==> config.mk <==
export PLATFORM = sky130hd
export DESIGN_NAME = fft_frame_buffer
export DESIGN_NICKNAME = d
export VERILOG_FILES = /design/src/rtl/fft_frame_buffer_pkg.sv /design/src/rtl/fft_frame_buffer_bank.sv /design/src/rtl/fft_frame_buffer.sv
export SDC_FILE = /design/constraint.sdc
export NUM_CORES = 1
export LEC_CHECK = 0
export CORE_MARGIN = 3
export CORE_UTILIZATION = 25
export DETAILED_ROUTE_END_ITERATION = 10
export GPL_ROUTABILITY_DRIVEN = 0
export PLACE_DENSITY = 0.53
export SLEW_MARGIN = 10
export SYNTH_ARGS = -nofsm -noshare
export SYNTH_HDL_FRONTEND = slang
export SYNTH_SLANG_ARGS = --single-unit
==> constraint.sdc <==
create_clock -name CLK -period 5.9 [get_ports CLK]
set_input_delay 1.77 -clock CLK [delete_from_list [all_inputs] [get_ports CLK]]
set_output_delay 1.77 -clock CLK [all_outputs]
set_load 0.05 [all_outputs]
==> src/rtl/fft_frame_buffer_pkg.sv <==
// Shared constants, bank-state encoding and frame-packing helper for the
// FIR -> frame buffer -> 16-point FFT path.
package fft_frame_buffer_pkg;

  localparam int N_POINT = 16;
  localparam int DW      = 16;
  localparam int PTR_W   = 4;

  typedef enum logic [1:0] {
    EMPTY   = 2'd0,
    FILLING = 2'd1,
    FULL    = 2'd2
  } bank_state_t;

  // Lowest bit of sample k inside a flattened frame word (k=0 is the oldest).
  function automatic int unsigned slice_lo(input int unsigned k);
    return k * DW;
  endfunction

endpackage

==> src/rtl/fft_frame_buffer_bank.sv <==
// One N_POINT x DW register file holding a single frame, exposed as a
// flattened parallel word. A write to the same bank in the same cycle as a
// clear wins at its own address, so a freed bank can take sample 0 at once.
module fft_frame_buffer_bank
  import fft_frame_buffer_pkg::*;
(
  input  logic                  CLK,
  input  logic                  RST_N,
  input  logic                  we,
  input  logic [PTR_W-1:0]      waddr,
  input  logic [DW-1:0]         wdata,
  input  logic                  clr,
  output logic [N_POINT*DW-1:0] rdata
);

  logic [DW-1:0] mem [N_POINT];

  // Sample storage: cleared on reset or release, written one sample at a time.
  always_ff @(posedge CLK or negedge RST_N) begin
    if (!RST_N) begin
      for (int i = 0; i < N_POINT; i++) mem[i] <= '0;
    end else begin
      for (int i = 0; i < N_POINT; i++) begin
        if (we && (waddr == PTR_W'(i))) mem[i] <= wdata;
        else if (clr)                   mem[i] <= '0;
      end
    end
  end

  // Flatten the register file into the frame word, oldest sample lowest.
  always_comb begin
    rdata = '0;
    for (int k = 0; k < N_POINT; k++) rdata[slice_lo(k) +: DW] = mem[k];
  end

endmodule

==> src/rtl/fft_frame_buffer.sv <==
// Ping-pong frame buffer between the FIR and the FFT. One bank fills while
// the other is presented; a full write bank drops samples and sets a sticky
// overflow flag instead of stalling the FIR.
module fft_frame_buffer
  import fft_frame_buffer_pkg::*;
(
  input  logic                  CLK,
  input  logic                  RST_N,
  input  logic                  fir_valid_d,
  input  logic [DW-1:0]         fir_d,
  input  logic                  fft_ready,
  output logic                  fft_valid,
  output logic [N_POINT*DW-1:0] fft_data,
  output logic                  overflow,
  output logic [PTR_W:0]        fill_cnt
);

  bank_state_t            state_q [2];
  bank_state_t            state_d [2];
  logic                   wr_sel_q, wr_sel_d;
  logic                   rd_sel_q, rd_sel_d;
  logic [PTR_W-1:0]       wr_ptr_q, wr_ptr_d;
  logic                   overflow_q, overflow_d;
  logic                   valid_q, valid_d;
  logic                   handshake;
  logic                   accept;
  logic                   bank_we  [2];
  logic                   bank_clr [2];
  logic [N_POINT*DW-1:0]  bank_rdata [2];

  for (genvar b = 0; b < 2; b++) begin : g_bank
    fft_frame_buffer_bank u_bank (
      .CLK   (CLK),
      .RST_N (RST_N),
      .we    (bank_we[b]),
      .waddr (wr_ptr_q),
      .wdata (fir_d),
      .clr   (bank_clr[b]),
      .rdata (bank_rdata[b])
    );
  end

  // Ping-pong control: release on handshake, accept or drop the incoming
  // sample, and precompute whether the read bank will be full next cycle.
  always_comb begin
    state_d    = state_q;
    wr_sel_d   = wr_sel_q;
    rd_sel_d   = rd_sel_q;
    wr_ptr_d   = wr_ptr_q;
    overflow_d = overflow_q;
    bank_we    = '{1'b0, 1'b0};
    bank_clr   = '{1'b0, 1'b0};

    handshake = valid_q && fft_ready;
    accept    = fir_valid_d &&
                ((state_q[wr_sel_q] != FULL) || (handshake && (rd_sel_q == wr_sel_q)));

    if (handshake) begin
      state_d[rd_sel_q]  = EMPTY;
      bank_clr[rd_sel_q] = 1'b1;
      rd_sel_d           = ~rd_sel_q;
    end

    if (accept) begin
      bank_we[wr_sel_q] = 1'b1;
      if (wr_ptr_q == PTR_W'(N_POINT - 1)) begin
        state_d[wr_sel_q] = FULL;
        wr_ptr_d          = '0;
        wr_sel_d          = ~wr_sel_q;
      end else begin
        state_d[wr_sel_q] = FILLING;
        wr_ptr_d          = wr_ptr_q + 1'b1;
      end
    end else if (fir_valid_d) begin
      overflow_d = 1'b1;
    end

    valid_d = (state_d[rd_sel_d] == FULL);
  end

  // Control registers; reset discards every partial and complete frame.
  always_ff @(posedge CLK or negedge RST_N) begin
    if (!RST_N) begin
      state_q    <= '{EMPTY, EMPTY};
      wr_sel_q   <= 1'b0;
      rd_sel_q   <= 1'b0;
      wr_ptr_q   <= '0;
      overflow_q <= 1'b0;
      valid_q    <= 1'b0;
    end else begin
      state_q    <= state_d;
      wr_sel_q   <= wr_sel_d;
      rd_sel_q   <= rd_sel_d;
      wr_ptr_q   <= wr_ptr_d;
      overflow_q <= overflow_d;
      valid_q    <= valid_d;
    end
  end

  assign fft_valid = valid_q;
  assign fft_data  = rd_sel_q ? bank_rdata[1] : bank_rdata[0];
  assign overflow  = overflow_q;
  assign fill_cnt  = {1'b0, wr_ptr_q};

endmodule
==> results of run 1 <==
==> cells in the mapped netlist (all sizes together), types with 2 or more instances <==
cell	instances
a21o	3
a21oi	6
a22oi	2
buf	67
clkbuf	130
dfrtp	524
ha	5
inv	21
mux2	257
mux2i	513
nand2	272
nand2b	261
nand3b	2
nor2	3
nor4	8
o21ai	4
or3	23
xnor2	2
==> worst min-delay path by stage <==
stage	to	slack, ns	start
2_1_floorplan	state_q[0]	0.46	state_q[0]
6_report	state_q[0]	0.51	state_q[0]
5_1_grt	state_q[0]	0.53	state_q[0]
4_1_cts	state_q[0]	0.51	state_q[0]
3_3_place_gp	state_q[0]	0.48	state_q[0]
3_5_place_dp	state_q[0]	0.49	state_q[0]
==> flip-flops by register name, indices dropped and copies added, names as in the netlist <==
signal	cells
overflow	1
fft_valid	1
g_bank.u_bank.rdata	512
state_q	4
wr_ptr_q	4
wr_sel_q	1
rd_sel_q	1
==> cells by family after synthesis <==
kind of cell             share of synthesized area
flip-flops                                   0.511
multiplexers                                 0.313
other                                     0.000146
AND/OR/NAND/NOR                              0.119
AO/OA/AOI/OAI                              0.00532
XOR/XNOR                                   0.00141
adder cells (fa/ha/maj)                    0.00244
buffers and inverters                       0.0477
==> metrics by stage <==
stage               hold slack, ns  utilization  cells
floorplan                    0.463            -   2116
finish                       0.505        0.314   3713
CTS                          0.508        0.314   3712
detailed placement           0.495        0.292   3597
global route                 0.528        0.314   3712
global placement             0.479        0.292   3597
==> routing by layer <==
layer,vias to the layer above,GRT usage
li1,7498,-
met2,348,0.242
met1,8714,0.214
met3,73,0.0265
met4,0,0.0343
met5,-,0
==> area by class of cell <==
class | instances | area (µm²)
clock buffer | 88 | 1850
fill | 10100 | 69200
inverter | 21 | 78.8
tap | 1357 | 1700
multi-input combinational | 1374 | 11300
sequential | 524 | 13100
clock inverter | 27 | 359
timing repair buffer | 321 | 3260
antenna | 1 | 2.50
==> report_power, final <==
part / switching, W / internal [W]
clock network: 0.00160 / 0.00252
logic: 0.000187 / 0.0000288
registers: 0.0000000000000000000267 / 0.00359
==> impl_metrics.py, run 1 <==
metrics = {
    "grt": {
        "grt-ovfl-total": 0,
        "grt.total_usage": 0.152,
        "grt_start_max_net_pins": 131,
        "grt_pass1_vias": 18100,
        "antenna_found_initial": 5,
        "grt_pass1_wl_mm": 123,
    },
    "setup_path": {
        "reg2reg_to": "g_bank[0].u_bank.rdata[168]",
        "r2r_start": "rd_sel_q",
        "crit_type": "reg -> out",
        "reg2reg_depth": 6,
        "crit_end": "fft_data[200]",
        "critPathMaxStageDelay_ns": 0.92,
        "crit_slowest_cell": "dfrtp_4",
        "cp_cell_sequence": "buf_12 > mux2_2 > clkdlybuf4s50_1",
        "path_max_fanout": 67,
        "critPathBufInv": 2,
        "endpoint_kind": "primary output",
        "startpoint": "rd_sel_q",
        "cp.depth": 3,
        "reg2reg_slack_ns": 2.50,
        "path_delay_family": "buffers and inverters",
        "cp.required_ns": 4.13,
        "critPathArrivalTime_ns": 3.27,
        "cp-start-kind": "register",
    },
    "die": {
        "coreArea_mm2": 0.101,
        "fp-row-count": 116,
        "die_x_um": 326,
        "io_pins": 283,
        "die_y_um": 326,
        "initial_utilization": 0.254,
        "fp.dieArea_mm2": 0.106,
    },
    "clock_network": {
        "post_cts_resized": 0,
        "numCtsBuffers": 61,
        "cts_tree": "built",
        "clockBufferDepth": 3,
        "cts_root_buf": "clkbuf_16",
        "cts_hold_buf": 0,
        "cts.clk_slew.worst_paths_ns": 0.06,
        "clk_latency_ns": 0.65,
        "cts_setup_buffers": 0,
        "htree_levels": 2,
        "cts_sinks": 524,
    },
    "drt": {
        "drt-met1-wl_mm": 39.7,
        "drt-pass1-iter-count": 5,
        "wire_per_inst_um": 22.1,
        "drc_errors": 0,
        "ant_nets": 0,
        "wl_met2_mm": 37.4,
        "vias": 16600,
        "met3_length_mm": 3.62,
        "drt_iter0_drc": 1020,
        "top_layer": "met4",
        "avgViaCountPerCell": 4.48,
        "wl_mm": 82.1,
    },
    "yosys": {
        "post-synth-top-area-cell": "dfrtp_1",
        "syn_area_mm2": 0.0257,
        "synthTopCellsByArea": "dfrtp_1 51%, mux2i_1 20%, mux2_2 11%",
        "yosysSeqAreaShare": 0.511,
        "synth_nets": 2141,
        "synth.top_cell.area_share": 0.511,
        "yosysWarnings": 0,
        "ys_types": 37,
        "async_reset_ff_frac": 1.00,
        "synth_ff_type": "dfrtp_1",
        "synth-edff-count": 0,
        "synth-seq-cells": 524,
        "syn_inst": 2116,
        "avgSynthCellArea_um2": 12.1,
    },
    "power": {
        "p_leak_nw": 16.1,
        "fin_total_pwr_w": 0.00793,
        "cellPowerDensity_mw_per_mm2": 250,
        "vdd_drop_max_v": 0.000226,
    },
    "final_layout": {
        "final_common_cell": "dfrtp_1",
        "final_area_mm2": 0.0317,
        "final_cell_mix": "523 x dfrtp_1, 513 x mux2i_1, 280 x clkdlybuf4s50_1, 271 x nand2_1, 261 x nand2b_1",
        "synthToLayoutAreaGrowth_pct": 23.6,
        "final_layout_size_suffix_gt1_frac": 0.186,
        "fin_nets": 2328,
    },
    "worst_hold_path": {
        "holdCritPathClass": "reg -> reg",
        "whs_path_depth": 1,
    },
    "flow_run": {
        "max_cap_viol_count": 0,
    },
    "sta": {
        "fin_worst_skew_ns": 0.0244,
        "tns_ns": 0,
        "rsz0062_at_grt": "false",
        "setup_slack_ns": 0.858,
        "finalHoldViolations": 0,
        "setup_viol": 0,
        "fmax_mhz": 198,
        "drv_slew": 0,
        "timing.final.crit_share": 0.855,
        "post-route-min-period_ns": 5.04,
        "max-slew-margin-rel": 0.226,
        "worst_pin_slew_ns": 1.16,
    },
    "placement": {
        "placed_area_mm2": 0.0295,
        "pre_cts_slack_ns": 1.32,
        "place.detailed.hpwl_mm": 48.9,
        "io_buffers": 281,
    },
    "status": {
        "status": "finished, final reports clean",
    },
}
(Power assumes the default switching activity.)
==> inputs of run 2 (changes only) <==
--- a/config.mk
+++ b/config.mk
@@ -8,9 +8,11 @@
 export CORE_MARGIN = 3
 export CORE_UTILIZATION = 25
 export DETAILED_ROUTE_END_ITERATION = 10
+export DONT_BUFFER_PORTS = 1
 export GPL_ROUTABILITY_DRIVEN = 0
-export PLACE_DENSITY = 0.53
+export PLACE_DENSITY = 0.49
 export SLEW_MARGIN = 10
 export SYNTH_ARGS = -nofsm -noshare
 export SYNTH_HDL_FRONTEND = slang
+export SYNTH_HIERARCHICAL = 1
 export SYNTH_SLANG_ARGS = --single-unit
==> impl_metrics.py, run 2 <==
metrics = {
    "clock_network": {
        "cts_hold_buf": 0,
        "cts_setup_buffers": 0,
        "cts.clk_slew.worst_paths_ns": 0.05,
        "cts_tree": "built",
        "cts_sinks": 524,
        "cts_root_buf": "clkbuf_16",
        "clockBufferDepth": 3,
        "htree_levels": 3,
        "clk_latency_ns": 0.62,
        "numCtsBuffers": 67,
        "post_cts_resized": 0,
    },
    "yosys": {
        "ys_types": 44,
        "syn_area_mm2": 0.0266,
        "avgSynthCellArea_um2": 12.8,
        "synth.top_cell.area_share": 0.493,
        "synth_nets": 2095,
        "synth_most_common_cell": "mux2_2",
        "synth_ff_type": "dfrtp_1",
        "yosysWarnings": 6,
        "synth-edff-count": 0,
        "synthTopCellsByCount": "728 x mux2_2, 524 x dfrtp_1, 514 x nor2b_1",
        "post-synth-top-area-cell": "dfrtp_1",
        "synthTopCellsByArea": "dfrtp_1 49%, mux2_2 31%, nor2b_1 12%",
        "synth-seq-cells": 524,
        "syn_inst": 2073,
        "yosysSeqAreaShare": 0.493,
        "async_reset_ff_frac": 1.00,
    },
    "setup_path": {
        "path_max_fanout": 134,
        "endpoint_kind": "primary output",
        "path_delay_family": "multiplexers",
        "critPathArrivalTime_ns": 2.47,
        "critPathBufInv": 1,
        "crit_slowest_cell": "mux2_2",
        "reg2reg_depth": 6,
        "cp.required_ns": 4.13,
        "crit_type": "reg -> out",
        "cp_cell_sequence": "buf_12 > mux2_2",
        "cp.depth": 2,
        "cp-start-kind": "register",
        "critPathMaxStageDelay_ns": 0.59,
    },
    "final_layout": {
        "regArea_mm2": 0.0131,
        "final_layout_size_suffix_gt1_frac": 0.439,
        "multi_input_area_mm2": 0.0127,
        "final_common_cell": "mux2_2",
        "nFillCells": 10600,
        "largest_register_ffs": 512,
        "fin_nets": 2027,
        "final_cell_mix": "728 x mux2_2, 522 x dfrtp_1, 514 x nor2b_1, 70 x clkbuf_16",
        "synthToLayoutAreaGrowth_pct": 12.9,
    },
    "power": {
        "cellPowerDensity_mw_per_mm2": 617,
        "vdd_drop_max_v": 0.000265,
        "fin_total_pwr_w": 0.0186,
        "p_leak_nw": 14.0,
    },
    "grt": {
        "grt-ovfl-total": 0,
        "grt_pass1_vias": 16600,
        "antenna_found_initial": 4,
        "grt_use_met2": 0.223,
        "grt-busiest-layer": "met2",
        "grt_util_met1": 0.193,
        "grt_pass1_wl_mm": 119,
        "grt_start_max_net_pins": 525,
        "grtUsageMet3": 0.0494,
        "grt.total_usage": 0.145,
    },
    "drt": {
        "drt_iter0_drc": 900,
        "avgViaCountPerCell": 4.49,
        "drt-pass1-iter-count": 5,
        "vias": 15500,
        "wl_mm": 80.7,
        "wire_per_inst_um": 23.4,
        "drc_errors": 0,
        "ant_nets": 0,
    },
    "die": {
        "initial_utilization": 0.252,
        "die_y_um": 332,
        "coreArea_mm2": 0.105,
        "fp.dieArea_mm2": 0.110,
        "fp-row-count": 119,
        "io_pins": 283,
        "die_x_um": 332,
    },
    "sta": {
        "rsz0062_at_grt": "false",
        "setup_viol": 0,
        "max-slew-margin-rel": -0.137,
        "finalHoldViolations": 0,
        "fin_worst_skew_ns": 0.0283,
        "fmax_mhz": 236,
        "tns_ns": 0,
        "timing.final.crit_share": 0.718,
        "worst_pin_slew_ns": 1.71,
        "post-route-min-period_ns": 4.24,
        "drv_slew": 184,
    },
    "status": {
        "status": "finished with violations",
        "violations": "slew limit",
    },
    "placement": {
        "io_buffers": 0,
        "place.detailed.hpwl_mm": 47.0,
    },
    "flow_run": {
        "max_cap_viol_count": 0,
    },
    "worst_hold_path": {
        "whs_path_depth": 2,
        "holdCritPathClass": "reg -> reg",
    },
}
run 2: layer usage:
layer | part of all wire | wire, µm
met5 | 0 | 0
met4 | 0.023 | 1900
met3 | 0.073 | 5910
met2 | 0.45 | 36400
met1 | 0.45 | 36500
run 2: tightest hold or removal path, stage by stage (launching register included):
cell	delay [ns]
dfrtp_1	0.37
o21ai_0	0.08
mux2i_1	0.07
run 2: through the flow:
stage,instance area (µm²),setup WS (ns),util,std cells,hold slack (ns)
global route,30000,1.58,0.285,3443,0.585
CTS,30000,1.65,0.285,3443,0.558
global placement,27800,1.39,0.264,3327,0.529
finish,30100,1.66,0.285,3449,0.561
detailed placement,27800,1.37,0.264,3327,0.548
floorplan,26600,2.14,-,2073,0.489
run 2: worst paths after layout:
path / from / endpoint / slack (ns)
max in group asynchronous: RST_N / rd_sel_q / 3.44
hold / removal: state_q[2] / state_q[2] / 0.56
setup reg to reg: fft_valid / g_bank[0].u_bank/rdata[198] / 2.36
hold reg to reg: state_q[2] / state_q[2] / 0.56
setup / recovery: rd_sel_q / fft_data[48] / 1.66
min in group asynchronous: RST_N / g_bank[1].u_bank/rdata[218] / 0.86
run 2: cells by family after synthesis:
kind of cell / Yosys count / share of synthesized area
AOI/OAI and AO/OA: 14 / 0.00423
DFF: 524 / 0.493
and+or+nand+nor: 587 / 0.138
other: 1 / 0.000141
xor gates and xnor gates: 3 / 0.00127
muxes: 773 / 0.330
adders and majority gates: 2 / 0.000940
buffers and inverters: 169 / 0.0326
run 2: power by group:
part | internal [W] | switching (W)
Sequential | 0.00501 | 0.000702
Clock | 0.00250 | 0.00163
Combinational | 0.00296 | 0.00575
Total | 0.0105 | 0.00808
run 2: cell type report:
class	instances	share of cell area
clock inverters	15	0.00749
multi-input cells	1380	0.422
flip-flops and latches	524	0.436
diodes	6	0.000500
well taps	1391	0.0579
clock buffers	101	0.0658
repair buffers	28	0.00949
inverters	4	0.000749
==> inputs of run 3 (changes only) <==
==> constraint.sdc (replaced) <==
create_clock -name CLK -period 4.1 [get_ports CLK]
set_input_delay 1.23 -clock CLK [delete_from_list [all_inputs] [get_ports CLK]]
set_output_delay 1.23 -clock CLK [all_outputs]
set_load 0.05 [all_outputs]
==> impl_metrics.py, run 3 (synthesis results as in run 2) <==
metrics = {
    "status": {
        "status": "finished, final reports clean",
    },
    "die": {
        "fp-row-count": 119,
        "die_y_um": 332,
        "io_pins": 283,
        "initial_utilization": 0.252,
        "coreArea_mm2": 0.105,
        "fp.dieArea_mm2": 0.110,
        "die_x_um": 332,
    },
    "setup_path": {
        "critPathMaxStageDelay_ns": 0.68,
        "crit_slowest_cell": "dfrtp_4",
        "path_max_fanout": 78,
        "cp_cell_sequence": "buf_12 > mux2_2",
        "r2r_start": "fft_valid",
        "cp.required_ns": 2.87,
        "critPathArrivalTime_ns": 2.41,
        "startpoint": "rd_sel_q",
        "cp-start-kind": "register",
        "endpoint_kind": "primary output",
        "crit_type": "reg -> out",
    },
    "sta": {
        "fmax_mhz": 275,
        "fin_worst_skew_ns": 0.0151,
        "timing.final.crit_share": 0.888,
        "post-route-min-period_ns": 3.64,
        "tns_ns": 0,
        "max-slew-margin-rel": 0.00121,
        "rsz0062_at_grt": "false",
        "drv_slew": 0,
        "finalHoldViolations": 0,
        "setup_viol": 0,
        "worst_pin_slew_ns": 1.50,
    },
    "final_layout": {
        "final_area_mm2": 0.0303,
        "fin_nets": 2046,
        "multi_input_area_mm2": 0.0127,
        "final_common_cell": "mux2_2",
        "synthToLayoutAreaGrowth_pct": 13.9,
        "regArea_mm2": 0.0131,
        "final_cells": 3471,
        "final_cell_mix": "728 x mux2_2, 522 x dfrtp_1, 514 x nor2b_1, 69 x clkbuf_16, 37 x buf_4",
        "largest_register_ffs": 512,
        "final_layout_size_suffix_gt1_frac": 0.450,
        "nFillCells": 10600,
    },
    "clock_network": {
        "htree_levels": 3,
        "cts_sinks": 524,
        "numCtsBuffers": 67,
        "post_cts_resized": 0,
        "clockBufferDepth": 3,
        "cts_root_buf": "clkbuf_16",
        "cts.clk_slew.worst_paths_ns": 0.06,
        "cts_setup_buffers": 0,
        "clk_latency_ns": 0.61,
        "cts_hold_buf": 0,
        "cts_tree": "built",
    },
    "placement": {
        "placed_area_mm2": 0.0280,
        "place.detailed.hpwl_mm": 48.4,
        "dp_cells": 3346,
        "io_buffers": 0,
    },
    "drt": {
        "vias": 15600,
        "ant_nets": 0,
        "wire_per_inst_um": 23.6,
        "drt_iter0_drc": 764,
        "drc_errors": 0,
        "wl_mm": 81.8,
        "drt-pass1-iter-count": 4,
        "avgViaCountPerCell": 4.50,
    },
    "power": {
        "p_leak_nw": 14.2,
        "vdd_drop_max_v": 0.000465,
        "cellPowerDensity_mw_per_mm2": 884,
    },
    "worst_hold_path": {
        "holdCritPathClass": "in -> async",
    },
    "grt": {
        "antenna_found_initial": 2,
        "grt_pass1_wl_mm": 120,
        "grt_start_max_net_pins": 525,
        "grt.total_usage": 0.147,
        "grt-ovfl-total": 0,
        "grt_pass1_vias": 17100,
    },
    "flow_run": {
        "max_cap_viol_count": 0,
    },
}
-- run 3: per-layer routing --
layer	GRT usage	wire (µm)
met2	0.233	37500
met5	0	0
met1	0.190	36400
met3	0.0504	6020
met4	0.0394	1920
-- run 3: critical path, delay by kind of cell, from the launching register on --
kind	cells	cell delay (ns)
flops	1	0.68
mux	1	0.54
buf+inv	1	0.40
-- run 3: worst paths after layout --
check | to | slack (ns) | depth (start not counted)
max in group asynchronous | rd_sel_q | 2.49 | 0
max reg2reg | g_bank[0].u_bank/rdata[168] | 0.81 | 6
min reg2reg | state_q[3] | 0.56 | 2
min | g_bank[1].u_bank/rdata[220] | 0.34 | 0
max | fft_data[92] | 0.46 | 2
min in group CLK | state_q[3] | 0.56 | 2
-- run 3: final cells by class --
type / count / area share
flip-flops and latches: 524 / 0.433
multi-input cells: 1380 / 0.418
clock buffers: 95 / 0.0658
well taps: 1391 / 0.0574
repair buffers: 47 / 0.0158
clock inverters: 23 / 0.00887
inverters: 4 / 0.000743
diodes: 7 / 0.000578
-- run 3: metrics by stage --
step / hold WS [ns] / setup WS (ns) / total power [W] / utilization
floorplan: 0.489 / 0.879 / 0.0189 / -
global placement: 0.533 / 0.456 / 0.0206 / 0.266
detailed placement: 0.527 / 0.395 / 0.0210 / 0.266
CTS: 0.260 / 0.366 / 0.0272 / 0.287
global route: 0.263 / 0.334 / 0.0282 / 0.287
finish: 0.335 / 0.458 / 0.0268 / 0.288
-- run 3: where the power goes --
group	total [W]	switching (W)	internal, W
Sequential	0.00831	0.00110	0.00721
Combinational	0.0125	0.00817	0.00430
Clock	0.00603	0.00238	0.00365
Total	0.0268	0.0116	0.0152
